<file path="src/rtl/video_pkg.sv">
// Shared types and constants for the video block's CPU-side helpers.
package video_pkg;

  // Sprite DMA sequencer states
  typedef enum logic [2:0] {
    IDLE,
    HALT,
    ALIGN,
    READ,
    WRITE
  } dma_state_t;

  // PPU register index of OAMDATA
  localparam logic [2:0]  PPU_REG_OAMDATA = 3'd4;
  // CPU address whose write launches a sprite DMA
  localparam logic [15:0] CPU_ADDR_OAMDMA = 16'h4014;
  // Bytes moved per transfer
  localparam int          DMA_LENGTH      = 256;

endpackage

</file>
<file path="src/rtl/oam_dma_if.sv">
// Bundle of CPU snoop, DMA bus and PPU host-port signals around the sprite DMA.
// master = the DMA engine, slave = the surrounding system (CPU, arbiter, PPU).
interface oam_dma_if;

  logic        I_tick;
  logic [15:0] I_cpu_addr;
  logic        I_cpu_wren;
  logic [7:0]  I_cpu_data;
  logic        I_cpu_rdcyc;
  logic        O_cpu_halt;
  logic [15:0] O_bus_addr;
  logic        O_bus_rden;
  logic [7:0]  I_bus_data;
  logic [2:0]  O_ppu_addr;
  logic        O_ppu_wren;
  logic [7:0]  O_ppu_data;
  logic        O_busy;

  modport master (
    input  I_tick, I_cpu_addr, I_cpu_wren, I_cpu_data, I_cpu_rdcyc, I_bus_data,
    output O_cpu_halt, O_bus_addr, O_bus_rden, O_ppu_addr, O_ppu_wren, O_ppu_data, O_busy
  );

  modport slave (
    output I_tick, I_cpu_addr, I_cpu_wren, I_cpu_data, I_cpu_rdcyc, I_bus_data,
    input  O_cpu_halt, O_bus_addr, O_bus_rden, O_ppu_addr, O_ppu_wren, O_ppu_data, O_busy
  );

endinterface

</file>
<file path="src/rtl/oam_dma.sv">
// Sprite-attribute DMA: a CPU write to the trigger address halts the CPU and
// copies one CPU page into PPU OAMDATA, alternating read and write CPU cycles.
module oam_dma
  import video_pkg::*;
#(
  parameter logic [15:0] P_trigger_addr = CPU_ADDR_OAMDMA,
  parameter logic [2:0]  P_oam_reg      = PPU_REG_OAMDATA,
  parameter int          P_length       = DMA_LENGTH
) (
  input  logic           I_clock,
  input  logic           I_reset,
  oam_dma_if.master      io
);

  // Index value of the final byte; transfers shorter than a page end early.
  localparam logic [7:0] LAST_INDEX = 8'(P_length - 1);

  dma_state_t state_q, state_d;
  logic [7:0] page_q, page_d;
  logic [7:0] index_q, index_d;
  logic [7:0] byte_q, byte_d;
  logic       parity_q, parity_d;

  // State register with asynchronous active-low reset
  always_ff @(posedge I_clock or negedge I_reset) begin
    if (!I_reset) begin
      state_q  <= IDLE;
      page_q   <= '0;
      index_q  <= '0;
      byte_q   <= '0;
      parity_q <= 1'b0;
    end else begin
      state_q  <= state_d;
      page_q   <= page_d;
      index_q  <= index_d;
      byte_q   <= byte_d;
      parity_q <= parity_d;
    end
  end

  // Next-state logic; everything holds unless a CPU cycle strobe is present
  always_comb begin
    state_d  = state_q;
    page_d   = page_q;
    index_d  = index_q;
    byte_d   = byte_q;
    parity_d = parity_q;
    if (io.I_tick) begin
      parity_d = ~parity_q;
      case (state_q)
        IDLE: begin
          if (io.I_cpu_wren && (io.I_cpu_addr == P_trigger_addr)) begin
            page_d  = io.I_cpu_data;
            index_d = '0;
            state_d = HALT;
          end
        end
        // Wait until the CPU is really stopped (a read cycle); then make
        // sure the first read lands on an even cycle.
        HALT: begin
          if (io.I_cpu_rdcyc) begin
            state_d = parity_q ? READ : ALIGN;
          end
        end
        ALIGN: state_d = READ;
        READ: begin
          byte_d  = io.I_bus_data;
          state_d = WRITE;
        end
        WRITE: begin
          index_d = index_q + 8'd1;
          state_d = (index_q == LAST_INDEX) ? IDLE : READ;
        end
        default: state_d = IDLE;
      endcase
    end
  end

  // Outputs decoded from registered state; the PPU strobe is gated by the tick
  // so it is one clock wide and never fires between CPU cycles.
  always_comb begin
    io.O_busy     = (state_q != IDLE);
    io.O_cpu_halt = (state_q != IDLE);
    io.O_bus_rden = (state_q == READ);
    io.O_bus_addr = io.O_bus_rden ? {page_q, index_q} : 16'h0000;
    io.O_ppu_wren = (state_q == WRITE) && io.I_tick;
    io.O_ppu_addr = io.O_ppu_wren ? P_oam_reg : 3'd0;
    io.O_ppu_data = io.O_ppu_wren ? byte_q : 8'h00;
  end

endmodule

</file>
<file path="src/flat_wrapper.sv">
// flat-port wrapper written by rule: the top's interface ports become plain ports
module oam_dma_flat import video_pkg::*;
#(
  parameter logic [15:0] P_trigger_addr = CPU_ADDR_OAMDMA,
  parameter logic [2:0]  P_oam_reg      = PPU_REG_OAMDATA,
  parameter int          P_length       = DMA_LENGTH
)
  (I_clock, I_reset, io_I_tick, io_I_cpu_addr, io_I_cpu_wren, io_I_cpu_data, io_I_cpu_rdcyc, io_I_bus_data, io_O_cpu_halt, io_O_bus_addr, io_O_bus_rden, io_O_ppu_addr, io_O_ppu_wren, io_O_ppu_data, io_O_busy);
  oam_dma_if io_i ();
  input  logic I_clock;
  input  logic I_reset;
  input wire logic [$bits(io_i.I_tick)-1:0] io_I_tick;
  input wire logic [$bits(io_i.I_cpu_addr)-1:0] io_I_cpu_addr;
  input wire logic [$bits(io_i.I_cpu_wren)-1:0] io_I_cpu_wren;
  input wire logic [$bits(io_i.I_cpu_data)-1:0] io_I_cpu_data;
  input wire logic [$bits(io_i.I_cpu_rdcyc)-1:0] io_I_cpu_rdcyc;
  input wire logic [$bits(io_i.I_bus_data)-1:0] io_I_bus_data;
  output wire logic [$bits(io_i.O_cpu_halt)-1:0] io_O_cpu_halt;
  output wire logic [$bits(io_i.O_bus_addr)-1:0] io_O_bus_addr;
  output wire logic [$bits(io_i.O_bus_rden)-1:0] io_O_bus_rden;
  output wire logic [$bits(io_i.O_ppu_addr)-1:0] io_O_ppu_addr;
  output wire logic [$bits(io_i.O_ppu_wren)-1:0] io_O_ppu_wren;
  output wire logic [$bits(io_i.O_ppu_data)-1:0] io_O_ppu_data;
  output wire logic [$bits(io_i.O_busy)-1:0] io_O_busy;
  assign io_i.I_tick = io_I_tick;
  assign io_i.I_cpu_addr = io_I_cpu_addr;
  assign io_i.I_cpu_wren = io_I_cpu_wren;
  assign io_i.I_cpu_data = io_I_cpu_data;
  assign io_i.I_cpu_rdcyc = io_I_cpu_rdcyc;
  assign io_i.I_bus_data = io_I_bus_data;
  assign io_O_cpu_halt = io_i.O_cpu_halt;
  assign io_O_bus_addr = io_i.O_bus_addr;
  assign io_O_bus_rden = io_i.O_bus_rden;
  assign io_O_ppu_addr = io_i.O_ppu_addr;
  assign io_O_ppu_wren = io_i.O_ppu_wren;
  assign io_O_ppu_data = io_i.O_ppu_data;
  assign io_O_busy = io_i.O_busy;
  oam_dma #(.P_trigger_addr(P_trigger_addr), .P_oam_reg(P_oam_reg), .P_length(P_length)) u_core (.I_clock(I_clock), .I_reset(I_reset), .io(io_i));
endmodule
</file>
<file path="config.mk">
export PLATFORM = sky130hd
export DESIGN_NAME = oam_dma_flat
export DESIGN_NICKNAME = d
export VERILOG_FILES = /design/src/rtl/video_pkg.sv /design/src/rtl/oam_dma_if.sv /design/src/rtl/oam_dma.sv /design/src/flat_wrapper.sv
export SDC_FILE = /design/constraint.sdc
export NUM_CORES = 1
export LEC_CHECK = 0
export ABC_CLOCK_PERIOD_IN_PS = 2200
export CAP_MARGIN = 20
export CORE_AREA = 2 2 64 66
export CTS_BUF_LIST = sky130_fd_sc_hd__clkbuf_4 sky130_fd_sc_hd__clkbuf_8
export DETAILED_ROUTE_END_ITERATION = 8
export DIE_AREA = 0 0 66 68
export GPL_TIMING_DRIVEN = 1
export PLACE_DENSITY = 0.81
export SETUP_SLACK_MARGIN = 0.3
export SYNTH_ARGS = -nofsm -noshare
export SYNTH_HDL_FRONTEND = slang
export SYNTH_SLANG_ARGS = --single-unit
</file>
<file path="constraint.sdc">
create_clock -name I_clock -period 2.2 [get_ports I_clock]
set_input_delay 0.44 -clock I_clock [delete_from_list [all_inputs] [get_ports I_clock]]
set_output_delay 0.44 -clock I_clock [all_outputs]
set_load 0.05 [all_outputs]
</file>
; Yosys cells after proc, flatten, opt, wreduce, memory -nomap -nowiden
; Index checks and enable logic that the tools add are counted.
; Widths: inputs -> output; s select.
[word_totals]
register_bits = 28
latchBits = 0
ram_bits = 0
romBits = 0
inputBits = 37
mem_count = 0
[classes]
n_addsub = 1
n_mul = 0
n_div = 0
order_cmp = 0
eq_ne = 8
n_shift = 0
mux = 10
bitwise_logic = 1
n_reduce_logical = 9
[ops]
columns = operator, count
row1 = $eq 16x15->1 const B, 1
row2 = $mux 16, 1
row3 = $mux 8, 2
row4 = $pmux 8 s2, 1
row5 = $pmux 3 s5, 1
row6 = $mux 3, 3
row7 = $reduce_and 3->1, 3
row8 = $add 8x1->8 const B, 1
row9 = $eq 8x8->1 const B, 1
row10 = $eq 3x2->1 const B, 2
row11 = $eq 3x1->1 const B, 1
row12 = $eq 3x3->1 const B, 1
row13 = $logic_not 3->1, 1
row14 = $reduce_bool 3->1, 1
row15 = $logic_and 1x1->1, 2
row16 = $mux 2, 1
row17 = $ne 2x1->1 const B, 1
row18 = $ne 2x2->1 const B, 1
row19 = $reduce_and 2->1, 1
row20 = $reduce_bool 2->1, 1
row21 = $mux 1, 1
row22 = $not 1->1, 1

; Logic depth before layout (Yosys ltp)
[depth]
depth_word = 4
depth_mapped = 5
depth_no_buf = 5

; Worst setup path before layout
; OpenSTA, ideal clock, no wires.
[synth_path]
path_type = register -> output
start = register u_core.state_q[1]
end = output io_O_bus_addr[0]
t_arrival_ps = 1953
required_ps = 1760
path_slack_ps = -193
stages_incl_launch_ff = 6
path_cell_list = dfrtp_1 clkbuf_1 nand2_1 nor2_1 clkbuf_1 and2_1
[synth_via]
elab_chain_len = 2
[synth_rtl]
columns = element, line
row1 = start: declaration, oam_dma.sv:18  ; dma_state_t state_q, state_d;
row2 = start signal: assignment, oam_dma.sv:33  ; state_q <= state_d;
row3 = $eq 3x2->1, oam_dma.sv:84  ; io.O_bus_rden = (state_q == READ);
row4 = net io_O_bus_rden, flat_wrapper.sv:20  ; output wire logic [$bits(io_i.O_bus_rden)-1:0] io_O_bus_rden;
row5 = $mux 16, oam_dma.sv:85  ; io.O_bus_addr = io.O_bus_rden ? {page_q, index_q} : 16'h0000;
row6 = end: declaration, flat_wrapper.sv:19  ; output wire logic [$bits(io_i.O_bus_addr)-1:0] io_O_bus_addr;
; The timed path passes the listed nets, and every way through them passes these cells.

; Final worst setup path
[layout_path]
start = register u_core.state_q[2]
end = output io_O_ppu_wren
[layout_via]
elab_chain_len = 2
[layout_rtl]
columns = element, line
row1 = $eq 3x3->1, oam_dma.sv:86  ; io.O_ppu_wren = (state_q == WRITE) && io.I_tick;
row2 = $logic_and 1x1->1, oam_dma.sv:86
row3 = end: declaration, flat_wrapper.sv:22  ; output wire logic [$bits(io_i.O_ppu_wren)-1:0] io_O_ppu_wren;
; No other way between the ends.

==> run metrics <==
initial detailed-routing violation count 61; main combinational cell family by area after synthesis simple AND/OR/NAND/NOR gates; complex-gate fraction of the synthesized area 8.94%; largest net degree at the start of global routing 29; clock network power share 14.7%; die width 66 µm; CP max stage delay 0.42 ns; Initial DRT Pass Iterations 4; most common cell in the netlist dfrtp_1; category of the worst setup path launch point flip-flop; Top Family by Delay on Critical Path buffers and inverters; post-detailed-route DRC marker count 0; wire length per cell 14.4 µm; top cells by area in the synthesized netlist dfrtp_1 45%, mux2_2 12%, and2_1 7.2%; setup violation total in the final timing report 0; count of flip-flops with a built-in enable after synthesis 0; fraction of final layout cells with drive strength greater than 1 45.9%; IO Port Bufs 65; multi-input gate area in the final layout 866 µm²; All-Layer GR Usage 18.7%; count of unique library cells instantiated by Yosys 39; clock edge transition at the registers on the reported setup and hold paths 0.10 ns; remaining global-route overflow 0; Std-Cell Rows 23; reg2reg start u_core.state_q[2]; number of vias per cell after detailed routing 5.12; count of maximum capacitance violations 0; residual antenna-violating net count after detailed routing 0; vias in the first global route 1,417; Final Instance Area 2810 µm²; shortest period the worst path allows 1.92 ns; area added between synthesis and finish 80.8%; cell taking the most area after synthesis dfrtp_1; result of the run finished clean; fill cell count 266; adder-cell share of the synthesized area 0.805%; worst hold slack after final layout 0.485 ns; Root Buffer Master clkbuf_8; half-perimeter wire length after placement 2970 µm; VDD IR max 0.000796 V; critical path required time 1.76 ns; number of hold violations in the final report 0; height of the die 68 µm; Switching Fraction 40.9%; highest-delay cell along the critical path dfrtp_2; mux share of post-synthesis cell area 14.3%; area of the die 4490 µm²; clock buffer depth 2; initial standard-cell utilization of the core 40.3%; antenna violations before repair 0; fraction of synthesized cell area in xor and xnor cells 0.564%; placed inst area 2580 µm²; clock tree from TritonCTS yes; sequential cell area 704 µm²; final weighted congestion in routability-driven placement 0.870; Comb power frac 56.0%; worst min path class reg -> reg; most used cell along the critical path buf_4; Pleak 0.00130 µW; share of the synthesized area in the top cell type 45.1%; final critical-path share of the clock period 87.1%; maximum level of the CTS H-tree 1; RSZ-0062 raised after global routing true; leading register cell type out of synthesis dfrtp_1; Clk Latency, worst-skew pair 0.28 ns; antenna diode count 0; source of the critical timing path u_core.state_q[2]; Worst setup EP type primary output; Final Slew Violations 0; I/O pin cnt 68; Min-Delay Startpoint u_core.parity_q; critical path, cell by cell buf_4, nand4bb_4, clkinvlp_4, buf_4, buf_12; Pwr per Cell Area 998 nW/µm²; hold buffers post-CTS 0; total net switching power 1150 µW; Simple-Gate Fraction of Synth Area 25.0%; Yosys reg bits 28; count of warnings emitted by yosys 0; peak clock frequency supported by timing 522 MHz; via total after detailed routing 1,450; final clock skew 0.00237 ns; total detailed-routing wirelength 4090 µm; proportion of synthesized chip area in sequential cells 45.1%; crit-path max FO 6; cell area after synthesis 1550 µm²; number of buffers created by CTS 3; gate count after technology mapping 149; Clock Sinks 28; global-route wire length before repair 6470 µm; net count of the finished layout 272; core outline area 3860 µm²; buffers and inverters on the worst path 4; data arrival at the endpoint of the critical path 1.48 ns; CP Class reg -> out; share of power burned in registers 29.3%; list of most frequent post-synthesis cells 28 x dfrtp_1, 18 x and2_1, 16 x mux2_2; proportion of register bits with asynchronous set or reset after synthesis 100%; post-synthesis area per instance 10.4 µm²; internal power 1660 µW
==> worst register-to-register path, delay by kind of cell (launching register included) <==
kind	cells	cell delay, ns
multiplexers	1	0.33
AND/OR/NAND/NOR	2	0.46
flip-flops	1	0.42
buffers and inverters	3	0.50
==> cell type report <==
type | instances | area share, %
Tap cell | 50 | 2.23
Inverter | 8 | 1.16
Multi-Input combinational cell | 106 | 30.8
Timing Repair inverter | 1 | 0.267
Clock buffer | 3 | 1.47
Timing Repair Buffer | 86 | 37.9
Clock inverter | 1 | 1.07
Sequential cell | 28 | 25.1
==> flip-flops by register name, indices dropped and copies added, names as in the netlist <==
| signal | count |
|---|---|
| u_core.parity_q | 1 |
| u_core.index_q | 8 |
| u_core.state_q | 3 |
| u_core.page_q | 8 |
| u_core.byte_q | 8 |
==> per-stage QoR <==
stage / instances / power [µW] / util, % / TNS [ns] / setup WS [ns]
after floorplan: 150 / 1660 / - / 0 / 0.000109
after global placement: 269 / 2170 / 66.8 / 0 / 0.0286
after detailed placement: 269 / 2200 / 66.8 / -0.384 / -0.0552
after CTS: 282 / 2750 / 71.9 / 0 / 0.290
after global routing: 283 / 2960 / 72.8 / 0 / 0.224
final: 283 / 2800 / 72.8 / 0 / 0.283
==> what timing repair did <==
| action | CTS | global route |
|---|---|---|
| setup endpoints to repair | 31 | 36 |
| setup buffers | 8 | 0 |
| gates cloned | 1 | 1 |
| pin swaps | 8 | 10 |
| resized for setup | 16 | 16 |
==> cells by family (layout without fill, tap and decap cells) <==
kind of cell	after synthesis	count (layout)
AND/OR/NAND/NOR	62	62
flip-flops	28	28
AO/OA/AOI/OAI	20	20
multiplexers	20	20
buffers and inverters	16	99
adder cells (fa/ha/maj)	1	1
other	1	2
XOR/XNOR	1	1
==> placed cells by master, fill, tap and decap left out, drive strengths merged, types with 3 or more instances in the layout <==
cell type	synthesis	final
mux2	17	17
nor3	9	9
and2	18	18
o21ai	6	6
nor2	8	8
o22ai	4	4
mux2i	3	3
clkbuf	3	3
dfrtp	28	28
buf	5	50
clkdlybuf4s50	0	31
dlymetal6s2s	0	4
inv	8	8
nand3	3	3
nand2	11	11
==> worst paths after layout <==
check                                     to  slack [ns]  cells after the start
max in group asynchronous  u_core.state_q[2]        1.37                      2
min                          u_core.parity_q        0.48                      1
max reg2reg                 u_core.page_q[4]        0.38                      6
min in group asynchronous  u_core.index_q[3]        0.54                      2
max                            io_O_ppu_wren        0.28                      5
min reg2reg                  u_core.parity_q        0.48                      1
==> layer usage <==
layer | track usage [%] | vias up | wire length [µm]
met1 | 23.1 | 701 | 1630
met5 | 0 | - | 0
met2 | 34.5 | 55 | 2170
met4 | 3.83 | 0 | 21
met3 | 3.29 | 2 | 261
li1 | - | 692 | -
==> power groups by stage <==
stage	Sequential (µW)	Clock, µW	Combinational, µW
after floorplan	781	0	881
after global placement	821	0	1350
after detailed placement	829	0	1380
after CTS	813	421	1520
after global routing	847	442	1670
final	821	411	1570
(Power assumes the default switching activity.)
